$ cat src/rtl/dds_cfg_pkg.sv
// Purpose: shared constants, wave codes and main-FSM state encoding for the DDS config controller.
// Latency: n/a (definitions only).
// Backpressure: n/a.
package dds_cfg_pkg;

  localparam logic [7:0] HDR = 8'hA5;
  localparam logic [7:0] ACK = 8'h06;
  localparam logic [7:0] NAK = 8'h15;

  localparam logic [7:0] ADDR_FREQ   = 8'h01;
  localparam logic [7:0] ADDR_AMP    = 8'h02;
  localparam logic [7:0] ADDR_WAVE   = 8'h03;
  localparam logic [7:0] ADDR_COMMIT = 8'h0F;

  localparam logic [2:0] WAVE_SIN = 3'b001;
  localparam logic [2:0] WAVE_TRI = 3'b010;
  localparam logic [2:0] WAVE_SQU = 3'b100;

  typedef enum logic [2:0] {
    ST_HUNT,
    ST_ADDR,
    ST_DHI,
    ST_DLO,
    ST_CSUM,
    ST_EXEC,
    ST_REPLY
  } state_e;

  // sin -> tri -> squ -> sin
  function automatic logic [2:0] wave_rotl(input logic [2:0] w);
    return {w[1:0], w[2]};
  endfunction

  // Only the three one-hot codes are accepted; the whole byte must match.
  function automatic logic wave_legal(input logic [7:0] v);
    return (v == 8'h01) || (v == 8'h02) || (v == 8'h04);
  endfunction

endpackage

$ cat src/rtl/ft245_byte_if.sv
// Purpose: FT245 byte read/write strobe sequencer with bus drive enable.
// Latency: read 2*STROBE_CYC cycles after rxf low; write 2*STROBE_CYC+1 cycles after txe low.
// Backpressure: waits indefinitely on rxf/txe; one transfer at a time, read has priority.
module ft245_byte_if #(
  parameter int STROBE_CYC = 4
) (
  input  logic       clk,
  input  logic       rst,
  input  logic       rxf,
  input  logic       txe,
  input  logic [7:0] d_in,
  input  logic       rd_req,
  output logic       rd_done,
  output logic [7:0] rd_data,
  input  logic       wr_req,
  input  logic [7:0] wr_data,
  output logic       wr_done,
  output logic [7:0] d_out,
  output logic       d_oe,
  output logic       rd,
  output logic       wr
);

  typedef enum logic [2:0] {
    BI_IDLE,
    BI_RD_STB,
    BI_RD_GAP,
    BI_WR_STB,
    BI_WR_HOLD,
    BI_WR_GAP
  } bstate_e;

  localparam logic [3:0] LAST = 4'(STROBE_CYC - 1);

  bstate_e    state_q, state_d;
  logic [3:0] cnt_q, cnt_d;
  logic [7:0] rdata_q, rdata_d;
  logic [7:0] dout_q, dout_d;
  logic       oe_q, oe_d;
  logic       rd_q, rd_d;
  logic       wr_q, wr_d;

  // Done pulses fire in the last gap cycle so the requester advances on the same edge we go idle.
  assign rd_done = (state_q == BI_RD_GAP) && (cnt_q == LAST);
  assign wr_done = (state_q == BI_WR_GAP) && (cnt_q == LAST);
  assign rd_data = rdata_q;
  assign d_out   = dout_q;
  assign d_oe    = oe_q;
  assign rd      = rd_q;
  assign wr      = wr_q;

  // Strobe sequencing: every strobe and every gap lasts STROBE_CYC cycles.
  always_comb begin
    state_d = state_q;
    cnt_d   = cnt_q;
    rdata_d = rdata_q;
    dout_d  = dout_q;
    oe_d    = oe_q;
    rd_d    = rd_q;
    wr_d    = wr_q;
    case (state_q)
      BI_IDLE: begin
        cnt_d = '0;
        if (rd_req && !rxf) begin
          rd_d    = 1'b0;
          state_d = BI_RD_STB;
        end else if (wr_req && !txe) begin
          oe_d    = 1'b1;
          dout_d  = wr_data;
          wr_d    = 1'b1;
          state_d = BI_WR_STB;
        end
      end
      BI_RD_STB: begin
        if (cnt_q == LAST) begin
          rdata_d = d_in;   // last low cycle of the strobe
          rd_d    = 1'b1;
          cnt_d   = '0;
          state_d = BI_RD_GAP;
        end else begin
          cnt_d = cnt_q + 4'd1;
        end
      end
      BI_WR_STB: begin
        if (cnt_q == LAST) begin
          wr_d    = 1'b0;
          cnt_d   = '0;
          state_d = BI_WR_HOLD;
        end else begin
          cnt_d = cnt_q + 4'd1;
        end
      end
      BI_WR_HOLD: begin
        oe_d    = 1'b0;   // keep data driven one cycle past the wr fall
        state_d = BI_WR_GAP;
      end
      BI_RD_GAP, BI_WR_GAP: begin
        if (cnt_q == LAST) begin
          cnt_d   = '0;
          state_d = BI_IDLE;
        end else begin
          cnt_d = cnt_q + 4'd1;
        end
      end
      default: state_d = BI_IDLE;
    endcase
  end

  // State and bus output registers; reset forces the bus idle immediately.
  always_ff @(posedge clk or posedge rst) begin
    if (rst) begin
      state_q <= BI_IDLE;
      cnt_q   <= '0;
      rdata_q <= '0;
      dout_q  <= '0;
      oe_q    <= 1'b0;
      rd_q    <= 1'b1;
      wr_q    <= 1'b0;
    end else begin
      state_q <= state_d;
      cnt_q   <= cnt_d;
      rdata_q <= rdata_d;
      dout_q  <= dout_d;
      oe_q    <= oe_d;
      rd_q    <= rd_d;
      wr_q    <= wr_d;
    end
  end

endmodule

$ cat src/rtl/dds_cfg_ctrl.sv
// Purpose: framed host command decoder with shadow/active DDS registers, ACK/NAK replies and key merge.
// Latency: commit lands on the edge leaving EXEC; cfg_update high the following cycle.
// Backpressure: byte transfers stall on rxf/txe; in-frame gaps abort after TIMEOUT cycles.
module dds_cfg_ctrl
  import dds_cfg_pkg::*;
#(
  parameter int STROBE_CYC = 4,
  parameter int TIMEOUT    = 65535
) (
  input  logic        clk,
  input  logic        rst,
  input  logic        rxf,
  input  logic        txe,
  input  logic [7:0]  d_in,
  output logic [7:0]  d_out,
  output logic        d_oe,
  output logic        rd,
  output logic        wr,
  input  logic        key_evt,
  output logic [15:0] freq_word,
  output logic [7:0]  amp,
  output logic [2:0]  wave_sel,
  output logic        cfg_update,
  output logic [7:0]  err_cnt
);

  localparam logic [15:0] TMO_LAST = 16'(TIMEOUT - 1);

  state_e      state_q, state_d;
  logic [7:0]  addr_q, addr_d, dhi_q, dhi_d, dlo_q, dlo_d, csum_q, csum_d;
  logic [15:0] tmo_q, tmo_d;
  logic [7:0]  reply_q, reply_d;
  logic [15:0] sh_freq_q, sh_freq_d, freq_q, freq_d;
  logic [7:0]  sh_amp_q, sh_amp_d, amp_q, amp_d;
  logic [2:0]  sh_wave_q, sh_wave_d, wave_q, wave_d;
  logic [7:0]  err_q, err_d;
  logic        cfg_upd_q, cfg_upd_d;

  logic        rd_req, rd_done, wr_req, wr_done;
  logic [7:0]  rd_data;
  logic        csum_ok, addr_ok, exec_ack, commit, key_fire;
  logic [7:0]  err_inc;

  ft245_byte_if #(.STROBE_CYC(STROBE_CYC)) u_bus (
    .clk(clk), .rst(rst), .rxf(rxf), .txe(txe), .d_in(d_in),
    .rd_req(rd_req), .rd_done(rd_done), .rd_data(rd_data),
    .wr_req(wr_req), .wr_data(reply_q), .wr_done(wr_done),
    .d_out(d_out), .d_oe(d_oe), .rd(rd), .wr(wr)
  );

  assign rd_req   = (state_q == ST_HUNT) || (state_q == ST_ADDR) || (state_q == ST_DHI) ||
                    (state_q == ST_DLO)  || (state_q == ST_CSUM);
  assign wr_req   = (state_q == ST_REPLY);
  assign csum_ok  = (csum_q == (addr_q ^ dhi_q ^ dlo_q));
  assign addr_ok  = (addr_q == ADDR_FREQ) || (addr_q == ADDR_AMP) || (addr_q == ADDR_COMMIT) ||
                    ((addr_q == ADDR_WAVE) && wave_legal(dlo_q));
  assign exec_ack = csum_ok && addr_ok;
  assign commit   = (state_q == ST_EXEC) && csum_ok && (addr_q == ADDR_COMMIT);
  assign key_fire = key_evt && !commit;   // commit wins a same-edge key press
  assign err_inc  = (err_q == 8'hFF) ? err_q : err_q + 8'd1;

  assign freq_word  = freq_q;
  assign amp        = amp_q;
  assign wave_sel   = wave_q;
  assign cfg_update = cfg_upd_q;
  assign err_cnt    = err_q;

  // Frame parsing, byte-gap timeout, command execution and key rotation.
  always_comb begin
    state_d   = state_q;
    addr_d    = addr_q;
    dhi_d     = dhi_q;
    dlo_d     = dlo_q;
    csum_d    = csum_q;
    tmo_d     = tmo_q;
    reply_d   = reply_q;
    sh_freq_d = sh_freq_q;
    sh_amp_d  = sh_amp_q;
    sh_wave_d = sh_wave_q;
    freq_d    = freq_q;
    amp_d     = amp_q;
    wave_d    = wave_q;
    err_d     = err_q;
    cfg_upd_d = 1'b0;

    if (key_fire) begin
      wave_d    = wave_rotl(wave_q);
      sh_wave_d = wave_rotl(wave_q);
      cfg_upd_d = 1'b1;
    end
    if (commit) begin
      freq_d    = sh_freq_q;
      amp_d     = sh_amp_q;
      wave_d    = sh_wave_q;
      cfg_upd_d = 1'b1;
    end

    case (state_q)
      ST_HUNT: begin
        tmo_d = '0;
        if (rd_done && (rd_data == HDR)) state_d = ST_ADDR;
      end
      ST_ADDR, ST_DHI, ST_DLO, ST_CSUM: begin
        if (rd_done) begin
          tmo_d = '0;
          case (state_q)
            ST_ADDR: begin addr_d = rd_data; state_d = ST_DHI;  end
            ST_DHI:  begin dhi_d  = rd_data; state_d = ST_DLO;  end
            ST_DLO:  begin dlo_d  = rd_data; state_d = ST_CSUM; end
            default: begin csum_d = rd_data; state_d = ST_EXEC; end
          endcase
        end else if (tmo_q == TMO_LAST) begin
          tmo_d   = '0;
          err_d   = err_inc;
          state_d = ST_HUNT;
        end else begin
          tmo_d = tmo_q + 16'd1;
        end
      end
      ST_EXEC: begin
        reply_d = exec_ack ? ACK : NAK;
        if (!exec_ack) err_d = err_inc;
        if (csum_ok && (addr_q == ADDR_FREQ)) sh_freq_d = {dhi_q, dlo_q};
        if (csum_ok && (addr_q == ADDR_AMP))  sh_amp_d  = dlo_q;
        if (csum_ok && (addr_q == ADDR_WAVE) && wave_legal(dlo_q)) sh_wave_d = dlo_q[2:0];
        state_d = ST_REPLY;
      end
      ST_REPLY: if (wr_done) state_d = ST_HUNT;
      default:  state_d = ST_HUNT;
    endcase
  end

  // All controller state; reset returns to power-on defaults with shadows matching actives.
  always_ff @(posedge clk or posedge rst) begin
    if (rst) begin
      state_q   <= ST_HUNT;
      addr_q    <= '0;
      dhi_q     <= '0;
      dlo_q     <= '0;
      csum_q    <= '0;
      tmo_q     <= '0;
      reply_q   <= '0;
      sh_freq_q <= 16'd1;
      sh_amp_q  <= 8'd1;
      sh_wave_q <= WAVE_SIN;
      freq_q    <= 16'd1;
      amp_q     <= 8'd1;
      wave_q    <= WAVE_SIN;
      err_q     <= '0;
      cfg_upd_q <= 1'b0;
    end else begin
      state_q   <= state_d;
      addr_q    <= addr_d;
      dhi_q     <= dhi_d;
      dlo_q     <= dlo_d;
      csum_q    <= csum_d;
      tmo_q     <= tmo_d;
      reply_q   <= reply_d;
      sh_freq_q <= sh_freq_d;
      sh_amp_q  <= sh_amp_d;
      sh_wave_q <= sh_wave_d;
      freq_q    <= freq_d;
      amp_q     <= amp_d;
      wave_q    <= wave_d;
      err_q     <= err_d;
      cfg_upd_q <= cfg_upd_d;
    end
  end

endmodule
$ cat config.mk
export PLATFORM = sky130hd
export DESIGN_NAME = dds_cfg_ctrl
export DESIGN_NICKNAME = d
export VERILOG_FILES = /design/src/rtl/dds_cfg_pkg.sv /design/src/rtl/ft245_byte_if.sv /design/src/rtl/dds_cfg_ctrl.sv
export SDC_FILE = /design/constraint.sdc
export NUM_CORES = 1
export LEC_CHECK = 0
export ABC_AREA = 1
export ABC_CLOCK_PERIOD_IN_PS = 5060
export CORE_MARGIN = 1.5
export CORE_UTILIZATION = 25
export DETAILED_ROUTE_END_ITERATION = 10
export GPL_ROUTABILITY_DRIVEN = 0
export PLACE_DENSITY = 0.41
export SETUP_SLACK_MARGIN = 0.02
export SYNTH_ARGS = -nofsm -noshare
export SYNTH_HDL_FRONTEND = slang
export SYNTH_SLANG_ARGS = --single-unit
$ cat constraint.sdc
create_clock -name clk -period 5.06 [get_ports clk]
set_input_delay 0.506 -clock clk [delete_from_list [all_inputs] [get_ports clk]]
set_output_delay 0.506 -clock clk [all_outputs]
set_load 0.1 [all_outputs]
# Yosys cells after proc, flatten, opt, wreduce, memory -nomap -nowiden
# Cells that the tools add are included.
# op_classes
eq_ne	36
n_addsub	3
n_mux	38
n_bitwise	4
n_reduce_logical	53
# op_table
operator	count
3-bit 2-to-1 mux	14
16-bit 2-to-1 mux	2
8-bit 2-to-1 mux	4
16-bit one-hot mux with 2 select lines	1
8-bit by 2-bit equality test with 1-bit output, second input constant	3
3-bit AND reduction	8
16-bit by 1-bit adder with 16-bit output, second input constant	1
16-bit equality test, second input constant	1
8-bit by 1-bit equality test with 1-bit output, second input constant	2
8-bit equality test, second input constant	2
8-bit one-hot mux with 2 select lines	1
8-bit XOR	2
3-bit equality test, second input constant	5
3-bit one-hot mux with 5 select lines	1
1-bit logical AND	14
2-bit nonzero test	7
3-bit by 2-bit equality test with 1-bit output, second input constant	4
2-bit by 1-bit inequality test with 1-bit output, second input constant	6
3-bit one-hot mux with 4 select lines	1
4-bit AND reduction	3
2-bit inequality test, second input constant	5
1-bit logical OR	9
3-bit one-hot mux with 3 select lines	1
8-bit by 1-bit adder with 8-bit output, second input constant	1
20 further kinds	36
# word_totals
register_bits	148
input_bits	13
wordCells	156
out_inout_bits	47

# Longest topological paths before layout
# logic_depth
word_depth	10
mapped_depth	15
ltp_nobuf	15

# Cells and area by module
# A second synthesis with hierarchy kept.
# unflattened
hier_cells	838
area_unflattened_um2	6869.1
# modules_own_cells
module	seq_area_each_um2	instances	area_each_um2	cells_each
dds_cfg_ctrl	2935.3	1	5551.6	687
ft245_byte_if	651.9	1	1317.5	151

# Least setup slack after synthesis
# Ideal clock, no wire load.
# synth_path
path_kind	register to register
startpoint	register err_q[1], in the netlist err_cnt[1]
endpoint	register err_q[6], in the netlist err_cnt[6]
arrival_ns	2.069
period_less_slack_ns	2.136
stages_incl_launch_ff	9
setup_slack_ns	2.924
t_required_ns	4.993
setup_time_ns	0.067
path_buffers	0
path_cell_list	dfrtp_1 > ha_1 > and3_1 > nand3_1 > nand2_1 > nor2_1 > nand4_1 > nand2_1 > nand2_1
# synth_via
elab_chain_len	5
word_cells_on_any_way	7
classes_between	1 x add/sub; 1 x eq/ne; 5 x mux
# synth_rtl
item	line_no	rtl
from (decl)	dds_cfg_ctrl.sv:36	logic [7:0] err_q, err_d;
from (signal assigned)	dds_cfg_ctrl.sv:165	err_q <= err_d;
8-bit by 1-bit adder with 8-bit output / 8-bit equality test (equally long branches)	dds_cfg_ctrl.sv:60	assign err_inc = (err_q == 8'hFF) ? err_q : err_q + 8'd1;
8-bit 2-to-1 mux (*)	dds_cfg_ctrl.sv:60	
8-bit 2-to-1 mux	dds_cfg_ctrl.sv:112	end else if (tmo_q == TMO_LAST) begin
8-bit 2-to-1 mux	dds_cfg_ctrl.sv:104	if (rd_done) begin
8-bit one-hot mux with 2 select lines (*)	dds_cfg_ctrl.sv:98	case (state_q)
# Mark *: on every way between the ends. The rest lies on a longest branch, timed or not. The select of a mux whose other input is x is not followed.
# A chain may end at the register's enable or synchronous reset.

# Worst setup path in the final report
# layout_path
startpoint	register wave_q[0], in the netlist wave_sel[0]
endpoint	output wave_sel[0]
# layout_lines
item	line_no	rtl
from (decl)	dds_cfg_ctrl.sv:35	logic [2:0] sh_wave_q, sh_wave_d, wave_q, wave_d;
from (signal assigned)	dds_cfg_ctrl.sv:164	wave_q <= wave_d;
to (decl)	dds_cfg_ctrl.sv:22	output logic [2:0] wave_sel,
# No word-level cell between the ends.

==> metrics.txt <==
Reg clk slew, reported paths 60 ps; crit path from wave_sel[0]; Static Leak 0.00380 uW; final instance area between 7000 and 8000 um^2; DRT Wirelength about 16,000 um; sw frac 0.422; initial antenna violation count 0; Setup TNS Final 0 ps; dominant combinational cell family by area after synthesis simple AND/OR/NAND/NOR gates; dpl hpwl about 11,000 um; DRT Pass-1 Iters 6; TritonCTS clock tree yes; CP max FO 3; Synth cell types 44; gr usage total 0.127; WS Path Type reg2out; Switch Pwr ~1700 uW; post-synthesis simple-gate area fraction 0.272; status finished clean; Sink Count between 100 and 150; P_int around 2300 uW; Seq. cell area 3460 um^2; startpoint types register; Finished Core Util 0.313; Worst slew margin 0.300; Initial DRC Count just over 400; Initial Util 0.257; Fillers about 2,700; Reg2Reg Depth 8; global-route wire length before repair 26,700 um; Port Buffers 55; largest net degree at the start of global routing a little over 60; vias in the first global route just over 5,000; GRT Residual Overflow 0; Num CTS Buffers 17; Worst-Skew Late Latency ~420 ps; Levels on crit path 1; Worst Path Arrival between 2000 and 2500 ps; pwr/cell area 500 nW/um^2; core area between 20,000 and 30,000 um^2; number of synthesized register bits around 140; Finished Layout Cells roughly 1,200; final hold vios 0; CP max-delay cell clkdlybuf4s50_1; final setup fails 0; Synth Area in XOR/XNOR 0.0255; worst IR drop on VDD between 300 and 400 uV; Final Max Tran Viols 0; postcts setup bufs 0; Hold Buf Count CTS 0; hold path cells 2; final worst-path cycle share 0.516; CP required around 4600 ps; reg2reg start state_q[1]; Via density ~4.3; complex-gate fraction of the synthesized area 0.0906; Avg Cell Area, Syn roughly 8 um^2; max cap viols 0; Die H around 160 um; routed via count 5,145; achievable frequency 383 MHz; CP peak stage delay ~1100 ps; minimum hold slack around 460 ps; area leader, netlist dfrtp_1; worst-margin pin slew around 1000 ps; YS warnings 0; Post-Syn Instances approximately 800; Ports 60; die width ~160 um; area of the multi-input gates 2600 um^2; WP buf/inv 1; Hold Path Class reg2reg; die area about 27,000 um^2; Max clock buf depth 2; Placement Cell Area roughly 7400 um^2; average wire per standard cell 13.2 um; Rows 58; synth top area cells dfrtp_1 (50%), nand2_1 (16%), inv_1 (5.1%); final net count between 800 and 900; Synth Cell Area about 6500 um^2; final worst path period need roughly 2600 ps; synthesis-to-finish area growth 21.8%; commonest non-fill, non-tap cell in the layout nand2_1; Root Driver clkbuf_16; DRC viols 0; combinational power share 0.344; placed insts 1,174; clock power share 0.303; commonest cells after routing, fill and taps aside nand2_1 (276), dfrtp_1 (131), inv_1 (87); Hold Path Sink amp[0]; crit-path cells clkdlybuf4s50_1; H-tree levels 4; top cell type's share of synthesized area 0.502; Final ANT Viol Nets 0; Critical R2R Capture sh_freq_q[6]; sequential area share after synthesis 0.530; r2r setup slk around 2500 ps; RSZ-0062 raised after global routing false; Final Skew 9.20 ps; CP Capture Type output port; mux contribution to synthesized area 0; adder-cell share of the synthesized area 0.00766; hold_sp sh_amp_q[0]; # resized after CTS 0; top cell family by delay on the critical path buffers and inverters; fraction of layout cells with a size suffix above 1 0.0708; n_diodes 0; Flop pwr share 0.353
-- sequential cells by signal (all words and copies together) (netlist names), 4 cells and up --
signal         count
sh_freq_q         16
csum_q             8
amp                8
dhi_q              8
sh_amp_q           8
addr_q             8
dlo_q              8
freq_word         16
err_cnt            8
tmo_q             16
u_bus.rd_data      8
u_bus.cnt_q        4
-- stage by stage --
| stage | setup slack, ps | total power [uW] |
|---|---|---|
| global route | 2220 | 4240 |
| detailed placement | 2500 | 2810 |
| global placement | 2370 | 2820 |
| CTS | 2410 | 4040 |
| floorplan | 869 | 2450 |
| finish | 2450 | 3980 |
-- Yosys cell counts, drive strengths merged --
master    n
a32o      1
xor2     12
ha        4
xnor2     7
a21oi    23
o21ai    67
nand4    18
conb      1
dfstp     7
a31oi     3
and2      1
inv      93
o31ai     2
nor3b     3
nand2   279
clkbuf    9
nand3b    1
o211ai    4
nor2     68
nor3     13
a21boi    1
buf      13
and3      1
a211oi    2
nor4      1
nand3    37
o221a     1
o22ai     3
dfrtp   131
-- kinds of logic after synthesis --
group           Yosys count
other cells               1
simple gates            422
flops                   138
fa+ha+maj                 4
buf+inv                 115
xor+xnor                 19
compound gates          107
-- area by class of cell --
class / count / share of cell area
inverter: 93 / 0.0445
multi-input combinational: 556 / 0.326
clock buffer: 17 / 0.0535
tap: 330 / 0.0519
clock inverter: 15 / 0.0176
timing repair buffer: 57 / 0.0711
sequential: 138 / 0.435
-- metal layers --
| layer | global-route usage | vias to the layer above | part of all wire |
|---|---|---|---|
| li1 | - | 2681 | - |
| met1 | 0.178 | 2380 | 0.52 |
| met2 | 0.194 | 77 | 0.44 |
| met3 | 0.0349 | 7 | 0.030 |
| met4 | 0.0287 | 0 | 0.0066 |
| met5 | 0 | - | 0 |
-- power groups by stage --
stage / Sequential [uW] / Combinational [uW] / Clock [uW]
after CTS: 1400 / 1390 / 1240
after global routing: 1430 / 1520 / 1290
after global placement: 1420 / 1390 / 0
after detailed placement: 1420 / 1390 / 0
after floorplan: 1660 / 795 / 0
final: 1400 / 1370 / 1210
-- worst max path at each step --
stage	endpoint	slack, ps
detailed placement	sh_freq_q[6]	2500
global route	sh_freq_q[6]	2220
global placement	sh_freq_q[6]	2370
finish	wave_sel[0]	2450
CTS	wave_sel[0]	2410
floorplan	addr_q[0]	870
No activity file was read; power rests on OpenSTA's default activity.
==> RTL edit, RTL diff (same flow settings) <==
Re-encode `state_e` (7 states) as one-hot, 7 bits wide.
--- a/src/rtl/dds_cfg_pkg.sv
+++ b/src/rtl/dds_cfg_pkg.sv
@@ -16,14 +16,14 @@
   localparam logic [2:0] WAVE_TRI = 3'b010;
   localparam logic [2:0] WAVE_SQU = 3'b100;
 
-  typedef enum logic [2:0] {
-    ST_HUNT,
-    ST_ADDR,
-    ST_DHI,
-    ST_DLO,
-    ST_CSUM,
-    ST_EXEC,
-    ST_REPLY
+  typedef enum logic [6:0] {
+    ST_HUNT  = 7'b0000001,
+    ST_ADDR  = 7'b0000010,
+    ST_DHI   = 7'b0000100,
+    ST_DLO   = 7'b0001000,
+    ST_CSUM  = 7'b0010000,
+    ST_EXEC  = 7'b0100000,
+    ST_REPLY = 7'b1000000
   } state_e;
 
   // sin -> tri -> squ -> sin
Function: no difference found for any inputs over 10 cycles, from zero or initial values and one cycle with rst high; not proved beyond that.
==> RTL edit against the original RTL <==
Setup slack lost 0.011 ns; core utilization down 0.70 points; area after synthesis up 7.3%; wire length grew 3.7%; final area rose by 6.7%; critical path type unchanged; first-iteration DRC count decreased by 33%; sequential cell count rose by 4.
Power is not compared: it rests on default switching activity, and its combinational part moved more than twofold at a synthesized area within 25%.
==> RTL edit: results (changes against the original RTL) <==
| Metric | Value |
|---|---|
| Status | complete, no violations |
| Synth Warn # | 0 (unchanged) |
| Max VDD drop | 0.0002649 V |
| Post-layout net count | 900 (+2.3%) |
| HPWL after DPL | 11.73 mm (+5.5%) |
| Fill count | 2943 (+8.9%) |
| H-tree Lvls | 4 (unchanged) |
| First-pass GRT wire length | 28.55 mm (+6.9%) |
| Clock skew | 0.01441 ns (+0.005207 ns) |
| Net switching power | 0.9958 mW |
| Worst Hold End | reply_q[2] |
| Number of diodes | 0 (unchanged) |
| Crit-path max FO | 3 (unchanged) |
| Pin count of the biggest net entering global routing | 92 (+51%) |
| Reg-to-reg critical path endpoint | freq_word[9] |
| Worst Reg-to-Reg Cells | 9 (+1) |
| Ys flop type | dfrtp_1 |
| Fraction of layout cells with a size suffix above 1 | 0.1250 (+0.05422) |
| Number of gates resized after CTS | 0 (unchanged) |
| Area after DPL | 0.007910 mm2 (+7.0%) |
| Area contributors post-synth | dfrtp_1 48%, nand2_1 14%, inv_1 4.9% |
| Root buffer cell | clkbuf_16 |
| Worst R2R Start | dlo_q[6] |
| Hold Crit Start | reply_q[2] |
| Slew headroom | 0.3438 (+0.04373) |
| Clock-pin slew on the worst setup and hold paths | 0.07 ns |
| Cell family with the largest share of critical-path delay | buffers and inverters |
| Average via count per standard cell | 4.137 (-3.0%) |
| Initial antenna violation count | 0 (unchanged) |
| GRT Resource Usage Total | 0.1270 (about the same) |
| DP Worst Slack | 2.816 ns (+0.3151 ns) |
| Number of global-route vias before repair | 5328 (+5.3%) |
| Netlist cell types | 44 (unchanged) |
| Clock tree buffer depth | 2 (unchanged) |
| Top cells by count, synth | 268 x nand2_1, 134 x dfrtp_1, 91 x inv_1 |
| DRT iter0 DRCs | 270 (-33%) |
| Wire length per cell | 12.99 um (-1.9%) |
| Worst EP arrival | 2.11 ns |
| Hold Slack | 0.4598 ns (-0.003873 ns) |
| Reg-to-reg slack, setup | 2.86 ns (+0.34 ns) |
| DR pass1 iterations | 5 (-1) |
| Hold depth | 2 (unchanged) |
| Seq/Total Area, Yosys | 0.5088 (-0.02143) |
## RTL edit: changes by cell type after synthesis, sizes merged, moves of 5 or more
cell / unedited run / this run
a21oi: 23 / 11
clkbuf: 9 / 4
nand3: 37 / 44
nor2: 68 / 54
o21ai: 67 / 95
## RTL edit: worst max-delay path by stage
stage | from | end | slack (ns)
after floorplan | rst | addr_q[0] | 0.76
after global routing | wave_sel[0] | wave_sel[0] | 2.39
final | wave_sel[0] | wave_sel[0] | 2.44
after detailed placement | state_q[2] | sh_freq_q[4] | 2.82
after CTS | wave_sel[0] | wave_sel[0] | 2.41
after global placement | state_q[2] | sh_freq_q[7] | 2.75
## RTL edit: layout make-up
type | instances | area (um2) | share of cell area
well taps | 378 | 473.0 | 0.05574
multi-input cells | 567 | 2929 | 0.3452
flip-flops and latches | 142 | 3563 | 0.4199
inverters | 97 | 371.6 | 0.04379
repair buffers | 58 | 573.1 | 0.06753
clock inverters | 15 | 150.1 | 0.01769
clock buffers | 17 | 425.4 | 0.05013
## RTL edit: logic make-up after synthesis
group / Yosys count / share of synthesized area
and+or+nand+nor: 417 / 0.2742
DFF: 142 / 0.5088
buffers and inverters: 118 / 0.07467
AOI/OAI and AO/OA: 115 / 0.1009
xor gates and xnor gates: 27 / 0.03376
adders and majority gates: 4 / 0.007146
other: 1 / 0.0005354
## RTL edit: power groups by stage
stage / Clock [mW] / Combinational, mW / Sequential (mW)
5_1_grt: 1.35 / 0.577 / 1.27
6_report: 1.25 / 0.508 / 1.26
2_1_floorplan: 0 / 0.263 / 1.39
4_1_cts: 1.29 / 0.521 / 1.26
3_3_place_gp: 0 / 0.522 / 1.28
3_5_place_dp: 0 / 0.519 / 1.28
## RTL edit: per-stage QoR
stage	utilization	power, mW	std cells
final	0.3063	3.019	1274
after global routing	0.3063	3.195	1274
after CTS	0.3063	3.075	1274
after detailed placement	0.2855	1.802	1242
after global placement	0.2855	1.806	1242
after floorplan	-	1.651	827
## RTL edit: per-layer routing
| metal | up-vias | GRT usage | wire [um] |
|---|---|---|---|
| li1 | 2736 | - | - |
| met1 | 2461 | 0.1781 | 8680 |
| met2 | 64 | 0.1958 | 7233 |
| met3 | 9 | 0.02884 | 469 |
| met4 | 0 | 0.03347 | 160 |
| met5 | - | 0 | 0 |
